File: config.mk
export PLATFORM = sky130hd
export DESIGN_NAME = apb4_req_master
export DESIGN_NICKNAME = d
export VERILOG_FILES = /design/src/rtl/apb4_req_master.sv
export SDC_FILE = /design/constraint.sdc
export NUM_CORES = 1
export LEC_CHECK = 0
export BUFFER_PORTS_ARGS = -buffer_cell sky130_fd_sc_hd__buf_2
export CAP_MARGIN = 40
export CORE_MARGIN = 3
export CORE_UTILIZATION = 35
export DETAILED_ROUTE_END_ITERATION = 10
export GPL_TIMING_DRIVEN = 0
export PLACE_DENSITY = 0.69
export SLEW_MARGIN = 20
export SYNTH_ARGS = -nofsm -noshare
export SYNTH_HDL_FRONTEND = slang
export SYNTH_SLANG_ARGS = --single-unit
File: constraint.sdc
create_clock -name pclk -period 1.9 [get_ports pclk]
set_clock_uncertainty 0.15 [all_clocks]
set_input_delay 0.095 -clock pclk [delete_from_list [all_inputs] [get_ports pclk]]
set_output_delay 0.095 -clock pclk [all_outputs]
set_load 0.005 [all_outputs]
File: src/rtl/apb4_req_master.sv
// APB4 requester: turns single-beat valid/ready commands into APB4 SETUP/ACCESS
// transfers and returns completions on a valid/ready port, with a wait-state timeout.
module apb4_req_master #(
    parameter int DATA_WIDTH = 32,
    parameter int ADDR_WIDTH = 3,
    parameter int TIMEOUT    = 16
) (
    input  logic                    pclk,
    input  logic                    presetn,
    input  logic                    req_valid,
    output logic                    req_ready,
    input  logic                    req_write,
    input  logic [ADDR_WIDTH-1:0]   req_addr,
    input  logic [DATA_WIDTH-1:0]   req_wdata,
    input  logic [DATA_WIDTH/8-1:0] req_strb,
    input  logic [2:0]              req_prot,
    output logic                    rsp_valid,
    input  logic                    rsp_ready,
    output logic [DATA_WIDTH-1:0]   rsp_rdata,
    output logic                    rsp_slverr,
    output logic                    rsp_timeout,
    output logic                    psel,
    output logic                    penable,
    output logic                    pwrite,
    output logic [ADDR_WIDTH-1:0]   paddr,
    output logic [DATA_WIDTH-1:0]   pwdata,
    output logic [DATA_WIDTH/8-1:0] pstrb,
    output logic [2:0]              pprot,
    input  logic [DATA_WIDTH-1:0]   prdata,
    input  logic                    pready,
    input  logic                    pslverr
);

    localparam int STRB_W = DATA_WIDTH / 8;
    // A zero-width counter is illegal, so a disabled timeout keeps one bit.
    localparam int CNT_W  = (TIMEOUT > 0) ? $clog2(TIMEOUT + 1) : 1;
    localparam bit TMO_EN = (TIMEOUT > 0);
    localparam logic [CNT_W-1:0] CNT_LIM = CNT_W'((TIMEOUT > 0) ? (TIMEOUT - 1) : 0);
    localparam logic [CNT_W-1:0] CNT_MAX = '1;

    typedef enum logic [1:0] {
        S_IDLE   = 2'd0,
        S_SETUP  = 2'd1,
        S_ACCESS = 2'd2,
        S_RESP   = 2'd3
    } state_t;

    state_t                state_q, state_d;
    logic [CNT_W-1:0]      cnt_q, cnt_d;
    logic                  pwrite_q;
    logic [ADDR_WIDTH-1:0] paddr_q;
    logic [DATA_WIDTH-1:0] pwdata_q;
    logic [STRB_W-1:0]     pstrb_q;
    logic [2:0]            pprot_q;
    logic [DATA_WIDTH-1:0] rdata_q;
    logic                  slverr_q;
    logic                  tmo_q;

    logic accept_s;
    logic done_s;
    logic tmo_hit_s;

    // Command handshake and the two ways an ACCESS phase can end
    always_comb begin
        accept_s = req_valid & req_ready;
        done_s   = (state_q == S_ACCESS) & pready;
        if (TMO_EN && (state_q == S_ACCESS) && !pready && (cnt_q == CNT_LIM)) begin
            tmo_hit_s = 1'b1;
        end else begin
            tmo_hit_s = 1'b0;
        end
    end

    // State and wait-counter register
    always_ff @(posedge pclk) begin
        if (!presetn) begin
            state_q <= S_IDLE;
            cnt_q   <= '0;
        end else begin
            state_q <= state_d;
            cnt_q   <= cnt_d;
        end
    end

    // Next-state and wait-counter logic
    always_comb begin
        state_d = state_q;
        cnt_d   = cnt_q;
        case (state_q)
            S_IDLE: begin
                if (accept_s) begin
                    state_d = S_SETUP;
                end else begin
                    state_d = S_IDLE;
                end
            end
            S_SETUP: begin
                state_d = S_ACCESS;
                cnt_d   = '0;
            end
            S_ACCESS: begin
                // A late PREADY on the limit cycle wins over the abort.
                if (done_s || tmo_hit_s) begin
                    state_d = S_RESP;
                end else begin
                    state_d = S_ACCESS;
                end
                if (!pready && (cnt_q != CNT_MAX)) begin
                    cnt_d = cnt_q + CNT_W'(1);
                end else begin
                    cnt_d = cnt_q;
                end
            end
            S_RESP: begin
                if (accept_s) begin
                    state_d = S_SETUP;
                end else if (rsp_ready) begin
                    state_d = S_IDLE;
                end else begin
                    state_d = S_RESP;
                end
            end
            default: begin
                state_d = S_IDLE;
                cnt_d   = '0;
            end
        endcase
    end

    // Output decode from the current state
    always_comb begin
        psel      = 1'b0;
        penable   = 1'b0;
        rsp_valid = 1'b0;
        req_ready = 1'b0;
        case (state_q)
            S_IDLE: begin
                req_ready = presetn;
            end
            S_SETUP: begin
                psel = 1'b1;
            end
            S_ACCESS: begin
                psel    = 1'b1;
                penable = 1'b1;
            end
            S_RESP: begin
                rsp_valid = 1'b1;
                req_ready = presetn & rsp_ready;
            end
            default: begin
                req_ready = 1'b0;
            end
        endcase
    end

    // APB address/data/control captured on every accepted command
    always_ff @(posedge pclk) begin
        if (!presetn) begin
            pwrite_q <= 1'b0;
            paddr_q  <= '0;
            pwdata_q <= '0;
            pstrb_q  <= '0;
            pprot_q  <= 3'b000;
        end else if (accept_s) begin
            pwrite_q <= req_write;
            paddr_q  <= req_addr;
            pwdata_q <= req_wdata;
            pstrb_q  <= req_write ? req_strb : '0;
            pprot_q  <= req_prot;
        end else begin
            pwrite_q <= pwrite_q;
            paddr_q  <= paddr_q;
            pwdata_q <= pwdata_q;
            pstrb_q  <= pstrb_q;
            pprot_q  <= pprot_q;
        end
    end

    // Completion fields, held until the next ACCESS ends
    always_ff @(posedge pclk) begin
        if (!presetn) begin
            rdata_q  <= '0;
            slverr_q <= 1'b0;
            tmo_q    <= 1'b0;
        end else if (done_s) begin
            rdata_q  <= pwrite_q ? '0 : prdata;
            slverr_q <= pslverr;
            tmo_q    <= 1'b0;
        end else if (tmo_hit_s) begin
            rdata_q  <= '0;
            slverr_q <= 1'b1;
            tmo_q    <= 1'b1;
        end else begin
            rdata_q  <= rdata_q;
            slverr_q <= slverr_q;
            tmo_q    <= tmo_q;
        end
    end

    assign pwrite      = pwrite_q;
    assign paddr       = paddr_q;
    assign pwdata      = pwdata_q;
    assign pstrb       = pstrb_q;
    assign pprot       = pprot_q;
    assign rsp_rdata   = rdata_q;
    assign rsp_slverr  = slverr_q;
    assign rsp_timeout = tmo_q;

endmodule

==> metrics.txt <==
run status=completed; maximum net fanout on the critical path=7; total global routing overflow=0; via count of the first global-routing pass=3483; post-route non-filler standard cell count=728; horizontal die dimension=99.7 um; Top Ports=162; number of vias after detailed routing=3561; CTS clock-pin slew for the worst setup and hold paths=0.08 ns; depth of the CTS H-tree=3; insertion delay to the later sink of the worst-skew pair=0.34 ns; Post-Syn Nets=443; portion of the post-synthesis area used by sequential elements=0.547; detailed-route wire length=11.0 mm; maxcap violations=0; Worst Tran Pin Value=0.665 ns; remaining number of nets flagged by the antenna check after routing=0; layout cells sized above 1=0.435; Pins Over Slew Limit=0; number of design-rule violations left by the first detailed-router iteration=96; setup TNS=0 ns; total of flip-flops plus latches after synthesis=84; Slew HR=0.557; arrival time at the worst endpoint=1.94 ns; Detail Placement HPWL=6.74 mm; unrepaired setup endpoints after global routing=true; average wire per standard cell=15.2 um; largest net degree at the start of global routing=14; # fillers=697; count of input and output buffers=161; Max Buffers Root-to-Sink=2; clock tree root buffer cell=sky130_fd_sc_hd__clkbuf_8; endpoint class of the critical path=flop; synthesized area per cell=8.68 um^2; sinks on the clock net=84; Worst Hold Margin=0.135 ns; area added between synthesis and finish=79.8%; die outline height=99.7 um; Final Setup Violations=0; Leak Pwr=0.00251 uW; Yosys warning count=0; total power consumption of the routed design=4280 uW; crit share post-route=0.995; critical path class=reg2reg; multi-input combinational cell area=0.00156 mm^2; total placed cells including tap cells=620; timing-limited maximum frequency=529 MHz; count of distinct cell types in the synthesized netlist=29; register area=0.00169 mm^2; VDD IR-drop max=0.399 mV; routability congestion estimate from global placement=0.803; dominant cells by area after synthesis=sky130_fd_sc_hd__dfxtp_1 55%, sky130_fd_sc_hd__nand2_1 11%, sky130_fd_sc_hd__a22oi_1 7.8%; combined area of all synthesized cells=0.00307 mm^2; total routing resource utilization after global routing=0.205; Initial DRT Pass Iterations=4; Mapped Cells=354; TritonCTS buffer count=9; crit start category=flop; DRC=0; most area-hungry cell type in the Yosys netlist=sky130_fd_sc_hd__dfxtp_1; Initial Utilization=0.367; core area=0.00838 mm^2; number of nets in the layout=707; floorplan die area=0.00994 mm^2; minimum clock period after layout=1.89 ns; antenna cells=0; wire length of the first global-routing pass=16.2 mm; power density of the placed cells=775 mW/mm^2; total number of placement rows=33; drt via density=4.89; worst min path class=in2reg; WP data required=1.95 ns; clock tree from TritonCTS=done; antenna violations before repair=0; proportion of netlist area held by the largest area contributor=0.547; Final Hold Vio Count=0
==> final timing paths <==
kind	start	endpoint	slack, ns	cells after the start
setup / recovery	state_q[0]$_SDFF_PN0_	paddr[1]$_SDFFE_PN0P_	0.01	8
hold / removal	req_valid	state_q[0]$_SDFF_PN0_	0.14	4
setup reg to reg	state_q[0]$_SDFF_PN0_	paddr[1]$_SDFFE_PN0P_	0.01	8
hold reg to reg	rsp_slverr$_SDFFE_PN0P_	rsp_slverr$_SDFFE_PN0P_	0.30	2
==> cells in the final DEF, fill, tap and decap left out, types with 3 or more instances in the layout <==
master / synthesis / layout
sky130_fd_sc_hd__nand3_1: 5 / 5
sky130_fd_sc_hd__clkbuf_1: 8 / 9
sky130_fd_sc_hd__a22oi_1: 32 / 32
sky130_fd_sc_hd__clkbuf_16: 0 / 3
sky130_fd_sc_hd__buf_4: 1 / 13
sky130_fd_sc_hd__nand2_4: 0 / 21
sky130_fd_sc_hd__nand2_2: 0 / 6
sky130_fd_sc_hd__dfxtp_2: 0 / 3
sky130_fd_sc_hd__buf_2: 9 / 163
sky130_fd_sc_hd__a31oi_1: 3 / 3
sky130_fd_sc_hd__nor2_1: 40 / 39
sky130_fd_sc_hd__ha_1: 8 / 4
sky130_fd_sc_hd__dlygate4sd3_1: 0 / 79
sky130_fd_sc_hd__a21oi_2: 1 / 22
sky130_fd_sc_hd__o21ai_0: 3 / 3
sky130_fd_sc_hd__dfxtp_1: 84 / 81
sky130_fd_sc_hd__inv_2: 1 / 3
sky130_fd_sc_hd__clkbuf_8: 0 / 10
sky130_fd_sc_hd__buf_8: 0 / 5
sky130_fd_sc_hd__inv_1: 6 / 4
sky130_fd_sc_hd__nand2_1: 87 / 60
sky130_fd_sc_hd__clkbuf_4: 0 / 4
sky130_fd_sc_hd__a21oi_1: 47 / 25
==> kinds of logic (layout without fill, tap and decap cells) <==
| kind of cell | Yosys count | after routing | share of synthesized area |
|---|---|---|---|
| simple gates | 141 | 141 | 0.183 |
| compound gates | 89 | 89 | 0.178 |
| flops | 84 | 84 | 0.547 |
| buf+inv | 30 | 299 | 0.0537 |
| fa+ha+maj | 8 | 8 | 0.0326 |
| xor+xnor | 2 | 2 | 0.00570 |
==> synth_stat cells, drive strengths merged <==
master,number
nand2,87
dfxtp,84
a21oi,48
nor2,41
a22oi,32
buf,15
clkbuf,8
ha,8
inv,7
nand3,5
o21ai,4
a31oi,3
xor2,2
a221oi,1
a22o,1
and3,1
nand2b,1
nand3b,1
nand4,1
nor3,1
nor3b,1
or2,1
or3b,1
==> repair_timing <==
item,CTS,global route
pin swaps,3,40
endpoints found under the setup margin,82,79
gates resized for setup,13,92
hold buffers,79,0
gates cloned,0,4
buffers inserted,4,6
endpoints found under the hold margin,82,0
==> layout make-up <==
cell class	instances	area share
timing repair buffer	254	0.317
sequential	84	0.305
multi-input combinational	240	0.281
buffer	22	0.0328
clock buffer	12	0.0263
tap	105	0.0238
clock inverter	4	0.00883
inverter	7	0.00476
==> state kept, by name (all words and copies together) (netlist names) <==
signal       cells
paddr            3
rsp_timeout      1
pwrite           1
rsp_slverr       1
pprot            3
pwdata          32
state_q          2
cnt_q            5
pstrb            4
rsp_rdata       32
==> critical path, cell delays in order (launching register included) <==
cell                        delay, ns
sky130_fd_sc_hd__dfxtp_2         0.35
sky130_fd_sc_hd__inv_2           0.06
sky130_fd_sc_hd__ha_4            0.24
sky130_fd_sc_hd__nand3b_1        0.22
sky130_fd_sc_hd__or2_1           0.28
sky130_fd_sc_hd__buf_8           0.17
sky130_fd_sc_hd__clkbuf_16       0.16
sky130_fd_sc_hd__nand2_1         0.06
sky130_fd_sc_hd__a21oi_1         0.06
==> per-layer routing <==
metal	routed length (um)	global-route usage	vias up
met2	5920	0.363	123
met5	0	0	-
met1	4180	0.227	1673
met3	440	0.0470	44
li1	-	-	1721
met4	509	0.105	0
==> report_power, final <==
group / internal (uW) / total (uW) / switching, uW
Combinational: 566 / 1070 / 505
Clock: 643 / 1260 / 618
Sequential: 1870 / 1950 / 80.0
==> metrics by stage <==
stage                     worst slack (ns)  utilization  cell area [um^2]
after floorplan                     0.0434            -              3070
after global placement              -0.227        0.478              4010
after detailed placement            -0.283        0.478              4010
after CTS                          0.00125        0.604              5060
after global routing               -0.0705        0.659              5530
final                               0.0102        0.659              5530
Power figures use the tool's default switching activity.
